==> src/rtl/memory_read_arbiter_rr_if.sv <==
// ---------------------------------------------------------------------------
// memory_read_arbiter_rr_if
//   Bundle between the engine-station read ports, the round-robin read
//   arbiter and the single-port instruction BRAM.
//
//   Handshake: a port raises req_valid[i] with a stable req_addr slice and
//   holds both until it sees req_ready[i]. req_ready[i] is a one-cycle pulse
//   meaning "rsp_data in this same cycle is your word"; there is no
//   backpressure on the response side. A port may keep req_valid[i] high
//   after its pulse to issue another read (same or new address).
//
//   Signals
//     req_valid   [N]        per-port read request
//     req_addr    [N*AW]     per-port address, port i at [i*AW +: AW]
//     req_ready   [N]        per-port response pulse
//     rsp_data    [MW]       broadcast registered read data
//     mem_en / mem_addr      BRAM read command
//     mem_data    [MW]       BRAM read data, MEM_LATENCY cycles after mem_en
//     dbg_ptr / dbg_pending  arbiter state (round-robin pointer, busy mask)
//
//   Modports
//     slave  : the arbiter
//     master : the environment (engine ports plus BRAM)
// ---------------------------------------------------------------------------
interface memory_read_arbiter_rr_if #(
  parameter int PORT_ID_BITS      = 2,
  parameter int MEMORY_WIDTH      = 16,
  parameter int MEMORY_ADDR_WIDTH = 11
);
  localparam int N = 1 << PORT_ID_BITS;

  logic [N-1:0]                   req_valid;
  logic [N*MEMORY_ADDR_WIDTH-1:0] req_addr;
  logic [N-1:0]                   req_ready;
  logic [MEMORY_WIDTH-1:0]        rsp_data;
  logic                           mem_en;
  logic [MEMORY_ADDR_WIDTH-1:0]   mem_addr;
  logic [MEMORY_WIDTH-1:0]        mem_data;
  logic [PORT_ID_BITS-1:0]        dbg_ptr;
  logic [N-1:0]                   dbg_pending;

  modport slave (
    input  req_valid, req_addr, mem_data,
    output req_ready, rsp_data, mem_en, mem_addr, dbg_ptr, dbg_pending
  );

  modport master (
    output req_valid, req_addr, mem_data,
    input  req_ready, rsp_data, mem_en, mem_addr, dbg_ptr, dbg_pending
  );
endinterface

==> src/rtl/memory_read_arbiter_rr.sv <==
// ---------------------------------------------------------------------------
// memory_read_arbiter_rr
//   Serves N = 2**PORT_ID_BITS engine-station read ports from one single-port
//   instruction BRAM. Each cycle one eligible port (requesting and with no
//   read in flight) is granted in round-robin order starting after the last
//   winner. The grant drives mem_en/mem_addr combinationally, and an owner
//   tag travels down a MEM_LATENCY-deep pipeline alongside the BRAM read.
//   When the tag leaves the pipeline the BRAM word is registered onto
//   rsp_data and the owners get a one-cycle req_ready pulse.
//
//   Ports
//     clk   clock
//     rst   synchronous, active-low reset
//     bus   memory_read_arbiter_rr_if.slave (requests, responses, BRAM,
//           debug view of the round-robin pointer and pending mask)
//
//   Parameters must match the ones the interface instance was built with.
//
//   Optional feature: define MEM_ARB_COALESCE_EN to let every other eligible
//   port asking for the winner's address ride on the same BRAM read. Without
//   it, equal addresses are served one port at a time.
// ---------------------------------------------------------------------------
module memory_read_arbiter_rr #(
  parameter int PORT_ID_BITS      = 2,
  parameter int MEMORY_WIDTH      = 16,
  parameter int MEMORY_ADDR_WIDTH = 11,
  parameter int MEM_LATENCY       = 1
) (
  input  logic                     clk,
  input  logic                     rst,
  memory_read_arbiter_rr_if.slave  bus
);
  localparam int N  = 1 << PORT_ID_BITS;
  localparam int AW = MEMORY_ADDR_WIDTH;

  // Arbiter state
  logic [PORT_ID_BITS-1:0] ptr;       // last winner; search starts at ptr+1
  logic [N-1:0]            pending;   // port has a read in flight

  // Grant decision (combinational)
  logic [N-1:0]            eligible;
  logic                    grant;
  logic [PORT_ID_BITS-1:0] winner;
  logic [PORT_ID_BITS-1:0] idx;
  logic [AW-1:0]           winner_addr;
  logic [N-1:0]            owner;

  // Tag pipeline aligned with the BRAM read latency
  logic                    tag_valid [MEM_LATENCY];
  logic [N-1:0]            tag_owner [MEM_LATENCY];

  // Response registers
  logic [N-1:0]            req_ready_q;
  logic [MEMORY_WIDTH-1:0] rsp_data_q;

  // Nothing is granted while reset is asserted, so mem_en stays low and no
  // new tag is created during reset.
  always_comb begin
    eligible = '0;
    if (rst) begin
      eligible = bus.req_valid & ~pending;
    end
  end

  // Round-robin search: ptr+1, ptr+2, ... wrapping modulo N. The last step
  // (k == N) revisits ptr itself, so a lone requester can win repeatedly.
  always_comb begin
    grant  = 1'b0;
    winner = ptr;
    idx    = '0;
    for (int k = 1; k <= N; k++) begin
      idx = ptr + PORT_ID_BITS'(k);
      if (!grant && eligible[idx]) begin
        grant  = 1'b1;
        winner = idx;
      end
    end
  end

  always_comb begin
    winner_addr = bus.req_addr[int'(winner)*AW +: AW];
  end

  // Owner mask: who receives the response of this grant.
  always_comb begin
    owner = '0;
    if (grant) begin
      owner[winner] = 1'b1;
`ifdef MEM_ARB_COALESCE_EN
      for (int i = 0; i < N; i++) begin
        if (eligible[i] && (bus.req_addr[i*AW +: AW] == winner_addr)) begin
          owner[i] = 1'b1;
        end
      end
`endif
    end
  end

  always_ff @(posedge clk) begin
    if (!rst) begin
      ptr         <= PORT_ID_BITS'(N - 1);
      pending     <= '0;
      req_ready_q <= '0;
      rsp_data_q  <= '0;
      for (int i = 0; i < MEM_LATENCY; i++) begin
        tag_valid[i] <= 1'b0;
        tag_owner[i] <= '0;
      end
    end else begin
      if (grant) begin
        ptr <= winner;
      end

      // A port's pending bit drops the cycle after its ready pulse. The
      // set and clear terms never hit the same port: a pending port is not
      // eligible, so it cannot be an owner.
      pending <= (pending & ~req_ready_q) | owner;

      tag_valid[0] <= grant;
      tag_owner[0] <= owner;
      for (int i = 1; i < MEM_LATENCY; i++) begin
        tag_valid[i] <= tag_valid[i-1];
        tag_owner[i] <= tag_owner[i-1];
      end

      // rsp_data only moves when a tag completes, so it holds otherwise.
      if (tag_valid[MEM_LATENCY-1]) begin
        rsp_data_q  <= bus.mem_data;
        req_ready_q <= tag_owner[MEM_LATENCY-1];
      end else begin
        req_ready_q <= '0;
      end
    end
  end

  assign bus.mem_en      = grant;
  assign bus.mem_addr    = grant ? winner_addr : '0;
  assign bus.req_ready   = req_ready_q;
  assign bus.rsp_data    = rsp_data_q;
  assign bus.dbg_ptr     = ptr;
  assign bus.dbg_pending = pending;

endmodule

==> src/flat_wrapper.sv <==
// flat-port wrapper written by rule: the top's interface ports become plain ports
module memory_read_arbiter_rr_flat 
#(
  parameter int PORT_ID_BITS      = 2,
  parameter int MEMORY_WIDTH      = 16,
  parameter int MEMORY_ADDR_WIDTH = 11,
  parameter int MEM_LATENCY       = 1
)
  (clk, rst, bus_req_valid, bus_req_addr, bus_mem_data, bus_req_ready, bus_rsp_data, bus_mem_en, bus_mem_addr, bus_dbg_ptr, bus_dbg_pending);
  memory_read_arbiter_rr_if #(.PORT_ID_BITS(PORT_ID_BITS), .MEMORY_WIDTH(MEMORY_WIDTH), .MEMORY_ADDR_WIDTH(MEMORY_ADDR_WIDTH)) bus_i ();
  input  logic clk;
  input  logic rst;
  input wire logic [$bits(bus_i.req_valid)-1:0] bus_req_valid;
  input wire logic [$bits(bus_i.req_addr)-1:0] bus_req_addr;
  input wire logic [$bits(bus_i.mem_data)-1:0] bus_mem_data;
  output wire logic [$bits(bus_i.req_ready)-1:0] bus_req_ready;
  output wire logic [$bits(bus_i.rsp_data)-1:0] bus_rsp_data;
  output wire logic [$bits(bus_i.mem_en)-1:0] bus_mem_en;
  output wire logic [$bits(bus_i.mem_addr)-1:0] bus_mem_addr;
  output wire logic [$bits(bus_i.dbg_ptr)-1:0] bus_dbg_ptr;
  output wire logic [$bits(bus_i.dbg_pending)-1:0] bus_dbg_pending;
  assign bus_i.req_valid = bus_req_valid;
  assign bus_i.req_addr = bus_req_addr;
  assign bus_i.mem_data = bus_mem_data;
  assign bus_req_ready = bus_i.req_ready;
  assign bus_rsp_data = bus_i.rsp_data;
  assign bus_mem_en = bus_i.mem_en;
  assign bus_mem_addr = bus_i.mem_addr;
  assign bus_dbg_ptr = bus_i.dbg_ptr;
  assign bus_dbg_pending = bus_i.dbg_pending;
  memory_read_arbiter_rr #(.PORT_ID_BITS(PORT_ID_BITS), .MEMORY_WIDTH(MEMORY_WIDTH), .MEMORY_ADDR_WIDTH(MEMORY_ADDR_WIDTH), .MEM_LATENCY(MEM_LATENCY)) u_core (.clk(clk), .rst(rst), .bus(bus_i));
endmodule
==> config.mk <==
export PLATFORM = sky130hd
export DESIGN_NAME = memory_read_arbiter_rr_flat
export DESIGN_NICKNAME = d
export VERILOG_FILES = /design/src/rtl/memory_read_arbiter_rr_if.sv /design/src/rtl/memory_read_arbiter_rr.sv /design/src/flat_wrapper.sv
export SDC_FILE = /design/constraint.sdc
export NUM_CORES = 1
export LEC_CHECK = 0
export BUFFER_PORTS_ARGS = -buffer_cell sky130_fd_sc_hd__buf_2
export CORE_ASPECT_RATIO = 0.9
export CORE_MARGIN = 4
export CORE_UTILIZATION = 40
export CTS_CLUSTER_SIZE = 20
export DETAILED_ROUTE_END_ITERATION = 6
export MAX_ROUTING_LAYER = met4
export PLACE_DENSITY = 0.79
export SYNTH_ARGS = -nofsm -noshare
export SYNTH_HDL_FRONTEND = slang
export SYNTH_SLANG_ARGS = --single-unit
==> constraint.sdc <==
create_clock -name clk -period 2 [get_ports clk]
set_clock_uncertainty 0.05 [all_clocks]
set_input_delay 0 -clock clk [delete_from_list [all_inputs] [get_ports clk]]
set_output_delay 0 -clock clk [all_outputs]
set_load 0.1 [all_outputs]
==> results of run 1 <==
## layout make-up
class	count	area [um2]
clock inverters	1	5.00
repair buffers	124	916
fillers	227	732
inverters	2	7.51
flip-flops and latches	31	643
well taps	44	55.1
clock buffers	6	82.6
multi-input cells	108	1010
## worst max-delay path by stage
| stage | from | end | slack, ns | depth (start not counted) |
|---|---|---|---|---|
| 2_1_floorplan | u_core.bus.dbg_pending[3] | bus_mem_addr[6] | -0.30 | 7 |
| 3_3_place_gp | u_core.bus.dbg_pending[1] | bus_mem_addr[2] | 0.16 | 7 |
| 3_5_place_dp | u_core.bus.dbg_pending[1] | bus_mem_addr[8] | 0.08 | 7 |
| 4_1_cts | u_core.bus.dbg_pending[3] | bus_mem_addr[6] | -0.18 | 7 |
| 5_1_grt | u_core.bus.dbg_pending[1] | bus_mem_addr[10] | -0.29 | 7 |
| 6_report | u_core.bus.dbg_ptr[1] | bus_mem_addr[6] | -0.20 | 7 |
## what timing repair did
| item | 4_1_cts | 5_1_grt |
|---|---|---|
| setup endpoints to repair | 11 | 11 |
| gates resized for setup | 14 | 4 |
| hold buffers | 16 | 0 |
| hold endpoints to repair | 16 | 0 |
## layer usage
metal	GRT usage	part of all wire	up-vias
met5	-	0	-
met4	0.0493	0.011	0
met3	0.0398	0.051	7
met2	0.408	0.55	53
met1	0.252	0.39	745
li1	-	-	791
## registers in the layout, indices dropped and copies added (netlist names)
signal / cells
u_core.bus.dbg_pending: 4
u_core.bus.dbg_ptr: 2
u_core.bus.req_ready: 4
u_core.bus.rsp_data: 16
u_core.tag_owner: 4
u_core.tag_valid: 1
## worst reg2reg max path: cells and delay by family, from the launching register on
family,cells,cell delay [ns]
simple gates,2,0.45
buf+inv,2,0.37
flops,1,0.36
compound gates,2,0.34
## power groups by stage
| stage | clock network (mW) | logic (mW) | registers (mW) |
|---|---|---|---|
| CTS | 0.493 | 3.52 | 0.891 |
| finish | 0.485 | 3.55 | 0.900 |
| global route | 0.527 | 3.67 | 0.920 |
| floorplan | 0 | 1.84 | 1.68 |
| global placement | 0 | 3.37 | 0.888 |
| detailed placement | 0 | 3.40 | 0.894 |
## stage by stage
stage               total power [mW]  setup TNS (ns)
floorplan                       3.51           -2.79
global placement                4.26               0
detailed placement              4.30               0
CTS                             4.91           -1.89
global route                    5.12           -2.95
finish                          4.94           -2.03
## logic make-up (layout without fill, tap and decap cells)
logic type / after synthesis / count (layout) / share of synthesized area
mux: 39 / 39 / 0.266
simple gates: 43 / 43 / 0.151
flops: 31 / 31 / 0.424
compound gates: 26 / 26 / 0.113
buf+inv: 11 / 133 / 0.0461
## cells in the final DEF (no fill, tap or decap), types with 2 or more instances in the layout
cell,instances
buf_2,92
dfxtp_1,25
mux2i_1,23
nor2_1,21
dlygate4sd3_1,16
mux2i_2,15
buf_12,14
o22ai_4,11
clkbuf_8,6
dfxtp_4,6
o21a_1,4
nand3b_1,4
and3_1,4
o21ai_0,3
nand2_1,3
o21ai_1,3
nor2b_1,2
nand2b_1,2
buf_4,2
==> results.cfg, run 1 <==
[sta]
setup_ws_ns = -0.203
setup_viol = 11
finalHoldWorstSlack_ns = 0.0595
max_slew.worst_pin.slew_ns = 0.504
clock.fmax_mhz = 454
relSlewSlack = 0.667
rsz0062_at_grt = true
drv_slew = 0
post-route-min-period_ns = 2.20
finalHoldViolCount = 0
finalCritPeriodShare = 1.10

[floorplan]
row_count = 20
initial_core_util = 0.424
dieArea_um2 = 4700
pin_count = 104
dieHeight_um = 65.4
core_area_um2 = 3450
die_w_um = 71.8

[final_layout]
drive_gt1_frac = 0.563
nets = 338
finalNonFillerCells = 316
antenna_cells = 0
postLayoutCoreUtil = 0.788
design_area_um2 = 2720
area_delta_synth_final_pct = 85.7

[run_status]
failed_checks = setup timing
status = finished, violations left

[global_routing]
grt_max_degree = 28
grt_pass1_wl_mm = 7.89
grt_pass1_vias = 1585
grt_overflow_total = 0
grtUsageTotal = 0.222
antenna_found_initial = 0

[drt]
first_iter_violations = 83
ant_nets = 0
wirelength_mm = 5.12
wl_per_cell_um = 16.2
drc = 0
viasPerCell = 5.05
first_pass_iters = 4
num_vias = 1596

[synth]
synth_ff_type = dfxtp_1
synth_edf_count = 0
yosysWarnings = 0
yosys-top-cells-count = mux2i_1, dfxtp_1, nor2_1, o22ai_1
synth_area_leaders = dfxtp_1, mux2i_1, nor2_1
ys_ff_latch = 31
synth_async_sr_flop_share = 0
syn_nets = 216
synth_top_area_share = 0.424
avgSynthCellArea_um2 = 9.77
yosysMostFrequentCell = mux2i_1
synth_top_cell_by_area = dfxtp_1
ys_types = 25
synth_cells = 150
yosysSeqAreaShare = 0.424
synthesis.area_um2 = 1470

[power]
power_frac_comb = 0.720
vdd_drop_max_v = 0.00107
powerDensity_nw_per_um2 = 1810
seqPwrFrac = 0.182
p_leak_nw = 1.29
netSwitchingFraction = 0.548
p_int_mw = 2.23
power_frac_clock = 0.098
switching_power_mw = 2.71

[clocking]
cts-root-buf = clkbuf_8
numCtsBuffers = 5
clkTransAtPathRegs_ns = 0.06
cts_htree_levels = 2
clk_latency_ns = 0.28
cts_tree = yes
cts_sinks = 31
clock_path_buffers = 2
post_cts_buffers = 0

[critical_path]
r2r_end = u_core.bus.dbg_pending[3]
start_kind = register
reg2reg_depth = 6
end_kind = output pin
r2r-start = u_core.bus.dbg_ptr[1]
required_ns = 1.95
worstPathMaxFanout = 27
critPathArrivalTime_ns = 2.15
r2r_slack_ns = 0.36
path_delay_family = simple AND/OR/NAND/NOR gates
path_cells = nand2b_1, nor3b_4, a221o_1, buf_12, mux2i_2, o22ai_4, buf_12
worstSetupPathType = register to output pin
cp_common_cell = buf_12
crit_slowest_cell = dfxtp_4
slowest_delay_ns = 0.36
critPathBufInv = 2

[placed_design]
dp_hpwl_mm = 3.29
globalplace.congestion = 0.760
portBuffers = 103
place_ws_ns = 0.0816
placed_cell_area_um2 = 2400
dp_cells = 293

[hold_path]
hold_end = u_core.bus.dbg_pending[0]
min_path_type = primary input to register
worstHoldStart = rst
holdPathStages = 3

[run]
drv_cap = 0
Note: power is estimated with default switching activity, not from simulation.
==> run 2: changes to the inputs <==
- CORE_UTILIZATION: 40 -> 42
- CTS_BUF_LIST: default -> sky130_fd_sc_hd__clkbuf_8
- PLACE_DENSITY: 0.79 -> 0.82
==> run 2 against run 1 <==
  * The flow still finishes with violations (setup timing)
  * First-iteration DRC count is 6.0% higher
  * Die area shrank 4.2%
  * Worst setup slack got worse by 0.0017 ns
  * Clock-buffer cell count is the same
  * Sequential share of layout area barely moved
  * Worst hold slack gained 0.012 ns
  * Critical path depth did not move
  * Register-to-register slack about the same
  * Non-clock buffer count rose by 1
  * Critical path type unchanged
  * Largest cell class unchanged
==> results.cfg, run 2 (synthesis results as in run 1) <==
[final_layout]
layout_common_cells = buf_2, mux2i_1, dfxtp_1, nor2_1, dlygate4sd3_1
mostFrequentLayoutCell = buf_2
drive_gt1_frac = 0.547
area_delta_synth_final_pct = 85.4
antenna_cells = 0
nets = 339
finalNonFillerCells = 318
largest_reg_flops = 16

[drt]
drc = 0
viasPerCell = 5.11
wl_per_cell_um = 16.5
ant_nets = 0
num_vias = 1625
wirelength_mm = 5.23
first_iter_violations = 88
first_pass_iters = 4

[run_status]
status = finished, violations left
failed_checks = setup timing

[sta]
drv_slew = 0
finalHoldWorstSlack_ns = 0.0719
setup_viol = 11
setup_ws_ns = -0.204
max_slew.worst_pin.slew_ns = 0.508
finalHoldViolCount = 0
relSlewSlack = 0.664
rsz0062_at_grt = true
clock.fmax_mhz = 454
finalCritPeriodShare = 1.10
post-route-min-period_ns = 2.20

[clocking]
cts-root-buf = clkbuf_8
cts_sinks = 31
cts_tree = yes
cts_htree_levels = 2
clk_latency_ns = 0.28
clkTransAtPathRegs_ns = 0.07
numCtsBuffers = 5
clock_path_buffers = 2

[global_routing]
grt_overflow_total = 0
grt_pass1_vias = 1735
antenna_found_initial = 0
grtUsageTotal = 0.248
grt_pass1_wl_mm = 8.45
grt_max_degree = 28

[placed_design]
dp_cells = 294
globalplace.congestion = 0.774
portBuffers = 103
dp_hpwl_mm = 3.55

[power]
vdd_drop_max_v = 0.00138
powerDensity_nw_per_um2 = 1820
fin_total_pwr_mw = 4.94
p_leak_nw = 1.31

[run]
drv_cap = 0

[critical_path]
start_kind = register
r2r_slack_ns = 0.37
crit_slowest_cell = dfxtp_4
end_kind = output pin
critPathArrivalTime_ns = 2.15
required_ns = 1.95
worstSetupPathType = register to output pin
path_cells = nand2b_1, nor3b_4, a221o_1, buf_12, mux2i_1, o22ai_4, buf_12
path_delay_family = simple AND/OR/NAND/NOR gates
cp_common_cell = buf_12
critPathBufInv = 2
slowest_delay_ns = 0.36
worstPathMaxFanout = 27

[floorplan]
core_area_um2 = 3380
dieHeight_um = 64.0
pin_count = 104
die_w_um = 70.3
dieArea_um2 = 4500
row_count = 20
initial_core_util = 0.434

[hold_path]
min_path_type = primary input to register
==> run 2: cell types whose count changed in the layout (fill, tap and decap cells not counted), sizes merged <==
cell,change
inv,+1
buf,+1
==> run 2: final cells by class <==
| class | count | area, um2 |
|---|---|---|
| Clock inverter | 2 | 8.76 |
| Inverter | 2 | 7.51 |
| Sequential cell | 31 | 643 |
| Fill cell | 238 | 662 |
| Clock buffer | 6 | 82.6 |
| Tap cell | 44 | 55.1 |
| Multi-Input combinational cell | 108 | 996 |
| Timing Repair Buffer | 125 | 923 |
==> run 2: path summary, 6_finish.rpt <==
kind | from | endpoint | cells past startpoint
max reg2reg | u_core.bus.dbg_pending[2] | u_core.bus.dbg_pending[3] | 6
min | rst | u_core.bus.dbg_pending[2] | 3
max | u_core.bus.dbg_ptr[1] | bus_mem_addr[5] | 7
min reg2reg | u_core.tag_owner[0][1] | u_core.bus.req_ready[1] | 1
==> run 2: worst register-to-register path, delay by kind of cell, from the launching register on <==
family                 cells  cell delay, ns
AND/OR/NAND/NOR            1            0.16
flip-flops                 1            0.35
buffers and inverters      2            0.33
AO/OA/AOI/OAI              3            0.64
==> run 2: per-layer routing <==
layer	up-vias	part of all wire	track usage
met3	20	0.037	0.0519
li1	791	-	-
met4	0	0.037	0.112
met5	-	0	-
met2	49	0.56	0.450
met1	765	0.37	0.257
==> run 2: through the flow <==
step	setup TNS (ns)	util	area, um2	setup WS (ns)
final	-1.96	0.804	2720	-0.204
after global routing	-2.86	0.804	2720	-0.274
after CTS	-1.99	0.802	2710	-0.195
after detailed placement	0	0.713	2410	0.0289
after global placement	0	0.713	2410	0.150
after floorplan	-2.79	-	1660	-0.298
==> run 2: power by group <==
part / total, mW / internal (mW) / switching (mW)
logic: 3.54 / 1.16 / 2.39
clock network: 0.498 / 0.272 / 0.226
registers: 0.897 / 0.794 / 0.102
total: 4.94 / 2.22 / 2.72
==> run 2: what timing repair did <==
| item | CTS | global route |
|---|---|---|
| buffers inserted | 0 | 0 |
| gates resized for setup | 12 | 2 |
| hold buffers | 16 | 0 |
| hold endpoints to repair | 16 | 0 |
| setup endpoints to repair | 11 | 11 |
==> run 3: changes to the inputs <==
- RECOVER_POWER: default -> 100
==> run 3 against run 2 <==
  * The flow still finishes with violations (setup timing)
  * Global-route usage unchanged
  * Worst setup slack worse by 0.0040 ns
  * Clock power rose by 1%
  * Worst hold slack gained 0.0020 ns
  * Clock-buffer cell count unchanged
  * Sequential power is 0.4% higher
  * Via count up 0.31%
  * Largest cell class unchanged
  * Highest routed layer unchanged
==> results.cfg, run 3 (synthesis results as in run 1) <==
[run_status]
status = finished, violations left
failed_checks = setup timing

[power]
powerDensity_nw_per_um2 = 1830
vdd_drop_max_v = 0.00139
p_leak_nw = 1.21

[clocking]
clk_latency_ns = 0.28
post_cts_buffers = 0
cts_tree = yes
clock_path_buffers = 2
cts_sinks = 31
clkTransAtPathRegs_ns = 0.07
cts-root-buf = clkbuf_8
numCtsBuffers = 5
cts_htree_levels = 2

[critical_path]
end_kind = output pin
required_ns = 1.95
worstSetupPathType = register to output pin
slowest_delay_ns = 0.36
critPathArrivalTime_ns = 2.16
cp_common_cell = buf_12
start_kind = register
path_cells = nand2b_1, nor3b_4, a221o_1, buf_12, mux2i_1, o22ai_4, buf_12
crit_slowest_cell = dfxtp_4
worstPathMaxFanout = 27

[final_layout]
nFillCells = 253
largest_reg_flops = 16
multiInputGateArea_um2 = 996
antenna_cells = 0
drive_gt1_frac = 0.456
layout_common_cells = buf_2, mux2i_1, clkbuf_1, dfxtp_1, nor2_1
register_area_um2 = 643
nets = 339
mostFrequentLayoutCell = buf_2
area_delta_synth_final_pct = 83.1

[sta]
finalHoldViolCount = 0
finalHoldWorstSlack_ns = 0.0739
tns_ns = -2.07
post-route-min-period_ns = 2.21
clock.fmax_mhz = 453
setup_viol = 11
relSlewSlack = 0.190
max_slew.worst_pin.slew_ns = 1.22
setup_ws_ns = -0.208
drv_slew = 0
rsz0062_at_grt = true
finalCritPeriodShare = 1.10

[global_routing]
grt_pass1_vias = 1735
grtUsageTotal = 0.248
antenna_found_initial = 0
grt_max_degree = 28
grt_pass1_wl_mm = 8.45
grt_overflow_total = 0

[drt]
first_pass_iters = 4
wl_per_cell_um = 16.6
first_iter_violations = 82
drc = 0
num_vias = 1630
ant_nets = 0
wirelength_mm = 5.28
viasPerCell = 5.13

[placed_design]
portBuffers = 103
dp_hpwl_mm = 3.55
globalplace.congestion = 0.774

[floorplan]
die_w_um = 70.3
dieHeight_um = 64.0
row_count = 20
initial_core_util = 0.434
pin_count = 104
core_area_um2 = 3380
dieArea_um2 = 4500

[run]
drv_cap = 0

[hold_path]
min_path_type = primary input to register
==> run 3: repair_timing <==
| action | 4_1_cts | 5_1_grt |
|---|---|---|
| hold endpoints to repair | 16 | 0 |
| hold buffers | 16 | 0 |
| endpoints found under the setup margin | 11 | 11 |
| gates resized for setup | 12 | 2 |
==> run 3: final cells by class <==
type / count / area share
sequential: 31 / 0.240
multi-input combinational: 108 / 0.371
tap: 44 / 0.0205
inverter: 2 / 0.00280
clock inverter: 2 / 0.00326
timing repair buffer: 125 / 0.332
clock buffer: 6 / 0.0308
==> run 3: routing by layer <==
metal  vias up  track usage  part of all wire
li1        788            -                 -
met1       768        0.257              0.37
met2        53        0.450              0.56
met3        21       0.0519             0.037
met4         0        0.112             0.035
met5         -            -                 0
==> run 3: power by group <==
part | internal, mW | switching (mW)
logic | 1.13 | 2.39
clock network | 0.272 | 0.231
registers | 0.795 | 0.106
total | 2.19 | 2.73
==> run 3: worst paths after layout <==
kind                            slack [ns]  cells past startpoint                 startpoint                         to
worst max-delay path                 -0.21                      7      u_core.bus.dbg_ptr[1]            bus_mem_addr[5]
worst max register to register        0.36                      6  u_core.bus.dbg_pending[2]  u_core.bus.dbg_pending[3]
worst min register to register        0.42                      1     u_core.tag_owner[0][1]    u_core.bus.req_ready[1]
worst min-delay path                  0.07                      3                        rst  u_core.bus.dbg_pending[2]
==> run 3: critical path: cells and delay by family (launching register included) <==
kind | cells | cell delay, ns
flops | 1 | 0.36
simple gates | 2 | 0.44
buf+inv | 2 | 0.41
mux | 1 | 0.34
compound gates | 2 | 0.30
==> run 3: per-stage QoR <==
stage	util	cell area (um2)	power, mW	cells	worst slack [ns]
detailed placement	0.713	2410	4.32	294	0.0289
finish	0.794	2680	4.92	318	-0.208
CTS	0.802	2710	4.93	318	-0.195
global route	0.794	2680	5.09	318	-0.274
floorplan	-	1660	3.51	150	-0.298
global placement	0.713	2410	4.27	294	0.150
